==> src/rtl/led_arb_pkg.sv <==
// Shared types and helpers for the LED bank arbiter.
// Used by the arbiter, its interface and the bench.
package led_arb_pkg;

  localparam int LED_W    = 8;
  localparam int MAX_NREQ = 8;

  typedef enum logic [1:0] {
    IDLE,
    GRANT,
    RELEASE
  } arb_state_t;

  function automatic logic [MAX_NREQ-1:0] onehot(
    input logic [2:0] idx
  );
    logic [MAX_NREQ-1:0] v;
    v      = '0;
    v[idx] = 1'b1;
    return v;
  endfunction

endpackage

==> src/rtl/led_bank_arbiter_if.sv <==
// Bundle between pattern sources and the LED bank arbiter.
// master = source side, slave = arbiter side.
interface led_bank_arbiter_if #(
  parameter int NREQ = 4
) ();
  import led_arb_pkg::*;

  logic [NREQ-1:0]       req;
  logic [NREQ*LED_W-1:0] pat;
  logic [NREQ-1:0]       gnt;
  logic [LED_W-1:0]      led;
  logic                  tick;
  logic                  busy;

  modport master (
    output req,
    output pat,
    input  gnt,
    input  led,
    input  tick,
    input  busy
  );

  modport slave (
    input  req,
    input  pat,
    output gnt,
    output led,
    output tick,
    output busy
  );

endinterface

==> src/rtl/led_tick_gen.sv <==
// Free-running display-tick prescaler: one-cycle tick
// every PRESCALE clocks, registered.
module led_tick_gen #(
  parameter int PRESCALE = 15_000_000
) (
  input  logic clk100mhz,
  input  logic rst,
  output logic tick
);

  localparam int PW = $clog2(PRESCALE);

  logic [PW-1:0] presc_cnt;

  always_ff @(posedge clk100mhz) begin
    if (rst) begin
      presc_cnt <= '0;
      tick      <= 1'b0;
    end else begin
      tick <= (presc_cnt == PW'(PRESCALE-1));
      if (presc_cnt == PW'(PRESCALE-1))
        presc_cnt <= '0;
      else
        presc_cnt <= presc_cnt + 1'b1;
    end
  end

endmodule

==> src/rtl/led_bank_arbiter.sv <==
// Round-robin time-sliced sharing of one 8-LED bank
// among NREQ pattern sources.
module led_bank_arbiter
  import led_arb_pkg::*;
#(
  parameter int              NREQ         = 4,
  parameter int              PRESCALE     = 15_000_000,
  parameter int              SLOT_TICKS   = 4,
  parameter logic [LED_W-1:0] IDLE_PATTERN = 8'h00
) (
  input logic              clk100mhz,
  input logic              rst,
  led_bank_arbiter_if.slave bus
);

  localparam int OW = $clog2(NREQ);
  localparam int SW = $clog2(SLOT_TICKS+1);

  arb_state_t       state;
  logic [OW-1:0]    owner;
  logic [OW-1:0]    last;
  logic [OW-1:0]    pick;
  logic [SW-1:0]    slot_cnt;
  logic             tick;
  logic             any;
  logic             slot_end;
  logic             drop;
  logic [LED_W-1:0] owner_pat;

  led_tick_gen #(
    .PRESCALE (PRESCALE)
  ) u_tick (
    .clk100mhz (clk100mhz),
    .rst       (rst),
    .tick      (tick)
  );

  assign bus.tick = tick;
  assign any      = |bus.req;

  // Scan from farthest to nearest so last+1 wins the overwrite.
  always_comb begin
    pick = '0;
    for (int k = NREQ; k >= 1; k--) begin
      if (bus.req[OW'((int'(last) + k) % NREQ)])
        pick = OW'((int'(last) + k) % NREQ);
    end
  end

  assign owner_pat = bus.pat[int'(owner)*LED_W +: LED_W];
  assign drop      = !bus.req[owner];
  assign slot_end  = tick && (slot_cnt == SW'(SLOT_TICKS-1));

  always_ff @(posedge clk100mhz) begin
    if (rst) begin
      state    <= IDLE;
      owner    <= '0;
      last     <= OW'(NREQ-1);
      slot_cnt <= '0;
      bus.gnt  <= '0;
      bus.busy <= 1'b0;
      bus.led  <= IDLE_PATTERN;
    end else begin
      unique case (state)
        IDLE: begin
          bus.led  <= IDLE_PATTERN;
          bus.gnt  <= '0;
          bus.busy <= 1'b0;
          if (any) begin
            owner    <= pick;
            bus.gnt  <= NREQ'(onehot(3'(pick)));
            bus.busy <= 1'b1;
            slot_cnt <= '0;
            state    <= GRANT;
          end
        end
        GRANT: begin
          bus.led <= owner_pat;
          if (tick)
            slot_cnt <= slot_cnt + 1'b1;
          if (drop || slot_end) begin
            bus.gnt  <= '0;
            bus.busy <= 1'b0;
            last     <= owner;
            state    <= RELEASE;
          end
        end
        RELEASE: begin
          if (any) begin
            owner    <= pick;
            bus.gnt  <= NREQ'(onehot(3'(pick)));
            bus.busy <= 1'b1;
            slot_cnt <= '0;
            state    <= GRANT;
          end else begin
            bus.led <= IDLE_PATTERN;
            state   <= IDLE;
          end
        end
        default: begin
          bus.gnt  <= '0;
          bus.busy <= 1'b0;
          state    <= IDLE;
        end
      endcase
    end
  end

endmodule

==> src/flat_wrapper.sv <==
// flat-port wrapper written by rule: the top's interface ports become plain ports
module led_bank_arbiter_flat import led_arb_pkg::*;
#(
  parameter int              NREQ         = 4,
  parameter int              PRESCALE     = 15_000_000,
  parameter int              SLOT_TICKS   = 4,
  parameter logic [LED_W-1:0] IDLE_PATTERN = 8'h00
)
  (clk100mhz, rst, bus_req, bus_pat, bus_gnt, bus_led, bus_tick, bus_busy);
  led_bank_arbiter_if #(.NREQ(NREQ)) bus_i ();
  input logic clk100mhz;
  input logic rst;
  input wire logic [$bits(bus_i.req)-1:0] bus_req;
  input wire logic [$bits(bus_i.pat)-1:0] bus_pat;
  output wire logic [$bits(bus_i.gnt)-1:0] bus_gnt;
  output wire logic [$bits(bus_i.led)-1:0] bus_led;
  output wire logic [$bits(bus_i.tick)-1:0] bus_tick;
  output wire logic [$bits(bus_i.busy)-1:0] bus_busy;
  assign bus_i.req = bus_req;
  assign bus_i.pat = bus_pat;
  assign bus_gnt = bus_i.gnt;
  assign bus_led = bus_i.led;
  assign bus_tick = bus_i.tick;
  assign bus_busy = bus_i.busy;
  led_bank_arbiter #(.NREQ(NREQ), .PRESCALE(PRESCALE), .SLOT_TICKS(SLOT_TICKS), .IDLE_PATTERN(IDLE_PATTERN)) u_core (.clk100mhz(clk100mhz), .rst(rst), .bus(bus_i));
endmodule
==> config.mk <==
export PLATFORM = sky130hd
export DESIGN_NAME = led_bank_arbiter_flat
export DESIGN_NICKNAME = d
export VERILOG_FILES = /design/src/rtl/led_arb_pkg.sv /design/src/rtl/led_bank_arbiter_if.sv /design/src/rtl/led_tick_gen.sv /design/src/rtl/led_bank_arbiter.sv /design/src/flat_wrapper.sv
export SDC_FILE = /design/constraint.sdc
export NUM_CORES = 1
export LEC_CHECK = 0
export BUFFER_PORTS_ARGS = -buffer_cell sky130_fd_sc_hd__buf_2
export CAP_MARGIN = 10
export CORE_MARGIN = 2
export CORE_UTILIZATION = 55
export DETAILED_ROUTE_END_ITERATION = 16
export PLACE_DENSITY = 0.81
export SLEW_MARGIN = 15
export SYNTH_ARGS = -nofsm -noshare
export SYNTH_HDL_FRONTEND = slang
export SYNTH_SLANG_ARGS = --single-unit
==> constraint.sdc <==
create_clock -name clk100mhz -period 3.9 [get_ports clk100mhz]
set_input_delay 0.78 -clock clk100mhz [delete_from_list [all_inputs] [get_ports clk100mhz]]
set_output_delay 0.78 -clock clk100mhz [all_outputs]
set_load 0.02 [all_outputs]
### Yosys cells after proc, flatten, opt, wreduce, memory -nomap -nowiden

Index checks and enable logic that the tools add are counted.

| word-level totals | value |
|---|---|
| register bits | 47 |
| bits in latches | 0 |
| RAM bits | 0 |
| bits in read-only memories | 0 |
| input bits | 38 |
| output and inout port bits | 14 |
| word-level logic and storage cells | 86 |
| memories | 0 |

| operators by class | value |
|---|---|
| $add $sub $neg | 6 |
| multiply operators | 0 |
| divide/modulo/power cells | 0 |
| order comparisons | 7 |
| eq/ne operators | 10 |
| shifts and indexed selects | 1 |
| muxes and demuxes | 37 |
| bitwise gates (word level) | 0 |
| reductions and logical operators | 16 |

Operators with widths:

| operator | count |
|---|---|
| $shiftx A32 B6 Y8 | 1 |
| $add A24 B1 Y24 const B | 1 |
| $eq A24 B24 Y1 const B | 1 |
| $pmux W8 S3 | 1 |
| $lt A2 B4 Y1 const B | 5 |
| $mux W1 | 14 |
| $mux W2 | 6 |
| $mux W4 | 3 |
| $pmux W4 S3 | 1 |
| $bmux W1 S2 | 5 |
| $reduce_and A2 Y1 | 5 |
| $mux W8 | 1 |
| $ne A2 B1 Y1 const B | 4 |
| $mux W3 | 2 |
| $pmux W2 S3 | 1 |
| $pmux W3 S2 | 1 |
| $add A2 B1 Y2 const B | 2 |
| $add A2 B2 Y2 const B | 2 |
| $ne A2 B2 Y1 const B | 2 |
| $reduce_or A2 Y1 | 2 |
| $reduce_or A4 Y1 | 1 |
| $add A3 B1 Y3 const B | 1 |
| $eq A3 B2 Y1 const B | 1 |
| $lt A2 B3 Y1 const B | 1 |
| other kinds (12) | 13 |

### Logic depth before layout (Yosys ltp)

| depth | value |
|---|---|
| word-level depth | 14 |
| mapped depth | 6 |
| mapped depth without buffers | 6 |

### By module

A second synthesis with hierarchy kept.

| second synthesis, totals | value |
|---|---|
| cells, all modules | 248 |
| area, all modules | 2339.7 um2 |

By module, submodules not included:

| module | times used | cells an instance | area each (um2) | sequential area each (um2) |
|---|---|---|---|---|
| led_bank_arbiter | 1 | 114 | 1173.6 | 440.4 |
| led_tick_gen | 1 | 134 | 1166.1 | 500.5 |

### Least setup slack after synthesis

No wires, ideal clock.

| timing | value |
|---|---|
| path type | reg-to-reg |
| start point | register u_core.u_tick.presc_cnt[0] |
| end point | register u_core.u_tick.presc_cnt[22] |
| library setup time | 70 ps |
| arrival time | 1877 ps |
| data required time | 3830 ps |
| setup slack | 1953 ps |
| stages on the path, launching flop included | 7 |
| path buffers | 1 |
| period minus slack after synthesis | 1947 ps |
| cells stage by stage | dfxtp_1 ha_1 nand2_1 or4_1 buf_2 or4_1 a21oi_1 |

| between the ends | value |
|---|---|
| cells in the longest elaborated chain, start to end | 2 |
| elaborated cells on any way between the ends | 3 |
| classes of those cells | add/sub: 1; eq/ne: 1; reduce/logical: 1 |

RTL lines:

| element | RTL line | source |
|---|---|---|
| start, declared | led_tick_gen.sv:13 | `logic [PW-1:0] presc_cnt;` |
| start signal, assigned | led_tick_gen.sv:24 | `presc_cnt <= presc_cnt + 1'b1;` |
| branches (longest 2 deep; another with $add A24 B1 Y24) | - |  |

Several ways; the timed one is not identified.
A chain may end at the register's enable or synchronous reset.

### Worst setup path after layout

| timing | value |
|---|---|
| start point | register u_core.u_tick.presc_cnt[2] |
| end point | register u_core.u_tick.presc_cnt[22] |

The elaborated chain is that of the path after synthesis.

==> impl_results.rst <==
.. list-table::
   :header-rows: 1

   * - Metric
     - Value
   * - Outcome
     - finished, final reports clean
   * - Number of clock buffers inserted by TritonCTS
     - 5
   * - Iteration-0 DRC count of the detailed router
     - 101
   * - Setup violations, final
     - 0
   * - Via count
     - 2008
   * - Clock-pin slew of the registers on the worst-case setup and hold paths
     - 90 ps
   * - Worst-case hold slack
     - 474 ps
   * - Commonest non-fill, non-tap cells in the layout
     - buf_2, dfxtp_1, nor2_1, a21oi_1, inv_1
   * - Diodes inserted
     - 0
   * - TritonCTS clock tree
     - yes
   * - Class of the tightest hold or removal check
     - reg -> reg
   * - Top routing layer in use
     - met4
   * - Yosys top cell by area
     - dfxtp_1
   * - Slew at the pin closest to its max-slew limit
     - 796 ps
   * - TritonCTS sink count
     - 47
   * - Netlist area before placement
     - 2270 µm²
   * - Synth area leaders
     - dfxtp_1, mux4_2, nor2_1, xnor2_1, a21oi_1
   * - Hold Vio Cnt, Final
     - 0
   * - Area share of the largest cell type after synthesis
     - 0.415
   * - Total setup buffers inserted after CTS
     - 0
   * - Wire length of the first global-routing pass
     - 7.76 mm
   * - Worst-path maximum fanout
     - 12
   * - CTS root buffer
     - clkbuf_8
   * - Starting density of the core
     - 0.571
   * - Peak VDD IR
     - 0.000243 V
   * - Arrival @ worst endpoint
     - 2540 ps
   * - Cell leakage power
     - 0.979 nW
   * - Final routed wire length divided by cell count
     - 13.8 µm
   * - Core outline area
     - 3970 µm²
   * - Pwr dens
     - 389 nW/µm²
   * - Clock latency on the worst-skew pair
     - 300 ps
   * - Number of placement rows
     - 23
   * - Vias in the first global route
     - 1856
   * - Deepest clock path buffer count
     - 2
   * - WL met1
     - 2.11 mm
   * - Amount of wire on met3 after detailed routing
     - 221 µm
   * - Async SR Flop Fraction
     - 0
   * - Total number of H-tree levels
     - 2
   * - Part of the cycle the worst path needs
     - 0.596
   * - Layout overhead on the synthesized area
     - 17.0%
   * - Worst max-slew margin expressed relative to the limit
     - 0.469
   * - Count of unresolved DRC violations after routing
     - 0
   * - Overall Power
     - 0.00103 W
   * - Cell-by-cell listing of the critical path
     - nand4_1, or4_1, or4_1, a21oi_1
   * - Detailed Route WL
     - 4.80 mm
   * - Detailed route wirelength on metal2
     - 2.42 mm
   * - Share of synthesized area occupied by flip-flops and latches
     - 0.415
   * - # IOs
     - 52
   * - Length of the first detailed-routing pass in iterations
     - 4
   * - Number of nets in the synthesized netlist
     - 292
   * - Number of instances in the synthesized netlist
     - 251
   * - Most numerous cell on the critical path
     - or4_1
   * - HPWL after detailed placement
     - 3.41 mm
   * - Number of synthesis warnings
     - 0
   * - Count of buffers from port buffering
     - 51
   * - Critical path's largest stage delay
     - 770 ps
   * - Total die area
     - 4650 µm²
   * - Post-CTS Hold Buffers
     - 0
   * - Post-synth cell types
     - 45
   * - Sum of overflow across all layers after global routing
     - 0
   * - Type of the worst setup path
     - reg -> reg
   * - Dominant register cell in the synthesized netlist
     - dfxtp_1
   * - Unrepaired setup endpoints after global routing
     - no
   * - Worst setup EP type
     - register
   * - Category of the worst setup path launch point
     - register
   * - Routability cong.
     - 0.812
   * - Most common cell after layout, fill and taps aside
     - buf_2
   * - Final-report max-slew violation count
     - 0
   * - Global-route total usage across every layer
     - 0.221
   * - Critical path's slowest cell
     - or4_1
   * - Upper clock frequency limit
     - 430 MHz
   * - Vias per cell
     - 5.77
   * - Number of flops mapped to enable cells by yosys
     - 0
   * - Horiz. Die Dim
     - 68.2 µm
   * - Worst EP required
     - 4120 ps
   * - Die extent in y
     - 68.2 µm
   * - Fraction of final layout cells with drive strength greater than 1
     - 0.245
   * - Initial antenna violation count
     - 0
   * - Final worst clock skew
     - 6.38 ps
   * - Maximum capacitance violations
     - 0
   * - Number of nets in the finished design
     - 338
   * - Largest net degree at the start of global routing
     - 28
   * - CTS-repair resized insts
     - 0
   * - Post-synthesis register bit count
     - 47
   * - Post-synthesis average cell area
     - 9.03 µm²
   * - Antenna Violating Nets Remaining
     - 0
   * - Minimum clock period after layout
     - 2330 ps
   * - Fin Setup TNS
     - 0 ps
where the power goes:
part | leakage, nW | internal, W | switching, W | total, W
clock | 0.0612 | 0.000207 | 0.000158 | 0.000366
sequential | 0.382 | 0.000499 | 0.0000246 | 0.000523
combinational | 0.536 | 0.0000712 | 0.0000703 | 0.000141
total | 0.979 | 0.000777 | 0.000253 | 0.00103
layer usage:
| layer | global-route usage | vias to the layer above |
|---|---|---|
| met5 | 0 | - |
| li1 | - | 1010 |
| met2 | 0.376 | 45 |
| met3 | 0.0461 | 6 |
| met1 | 0.271 | 947 |
| met4 | 0.0925 | 0 |
state kept, by name, summed over array words and instances (netlist names):
signal                   count
u_core.bus.busy              1
u_core.bus.gnt               4
u_core.bus.led               8
u_core.last                  2
u_core.owner                 2
u_core.slot_cnt              3
u_core.state                 2
u_core.u_tick.presc_cnt     24
u_core.u_tick.tick           1
logic make-up (layout without fill, tap and decap cells):
kind of cell	after synthesis	after routing	synth area share
AND/OR/NAND/NOR	100	100	0.228
AO/OA/AOI/OAI	52	52	0.152
flip-flops	47	47	0.415
buffers and inverters	25	72	0.0436
XOR/XNOR	13	13	0.0502
multiplexers	11	11	0.0939
adder cells (fa/ha/maj)	3	3	0.0166
metrics by stage:
| step | util | cells | setup WS [ps] | cell area (µm²) |
|---|---|---|---|---|
| floorplan | - | 251 | 1950 | 2270 |
| global placement | 0.638 | 340 | 1710 | 2530 |
| detailed placement | 0.638 | 340 | 1610 | 2530 |
| CTS | 0.668 | 348 | 1590 | 2650 |
| global route | 0.668 | 348 | 1400 | 2650 |
| finish | 0.668 | 348 | 1570 | 2650 |
final cells by class:
| cell class | count | area (µm²) |
|---|---|---|
| tap | 50 | 62.6 |
| fill | 339 | 1320 |
| clock inverter | 2 | 35.0 |
| sequential | 47 | 941 |
| clock buffer | 6 | 82.6 |
| inverter | 13 | 48.8 |
| timing repair buffer | 51 | 255 |
| multi-input combinational | 179 | 1230 |
Yosys cell counts, drive strengths merged, types with 2 or more instances:
cell type and instances:
xor2 3, a22oi 8, nand2b 5, nor3 3, clkbuf 7, nand4 5, nand3b 4, or3 9
a31oi 2, mux4 8, o31ai 2, mux2 2, buf 5, inv 13, o32ai 4, ha 3
nand2 11, nor4 7, xnor2 10, o22ai 2, or4 4, a21oi 14, nand3 10, o21ai 8
or2 3, nor2 34, dfxtp 47, a21boi 3
path summary, 6_finish.rpt:
| path | depth (start not counted) | endpoint | start | slack (ps) |
|---|---|---|---|---|
| worst max register to register | 4 | u_core.u_tick.presc_cnt[22]$_SDFF_PP0_ | u_core.u_tick.presc_cnt[2]$_SDFF_PP0_ | 1570 |
| worst min register to register | 2 | u_core.bus.gnt[2]$_SDFFE_PP0P_ | u_core.bus.gnt[2]$_SDFFE_PP0P_ | 470 |
| worst max-delay path | 4 | u_core.u_tick.presc_cnt[22]$_SDFF_PP0_ | u_core.u_tick.presc_cnt[2]$_SDFF_PP0_ | 1570 |
| worst min-delay path | 2 | u_core.bus.gnt[2]$_SDFFE_PP0P_ | u_core.bus.gnt[2]$_SDFFE_PP0P_ | 470 |
critical path: cells and delay by family, from the launching register on:
kind / cells / cell delay (ps)
and+or+nand+nor: 3 / 1660
DFF: 1 / 410
AOI/OAI and AO/OA: 1 / 170
Power figures use the tool's default switching activity.
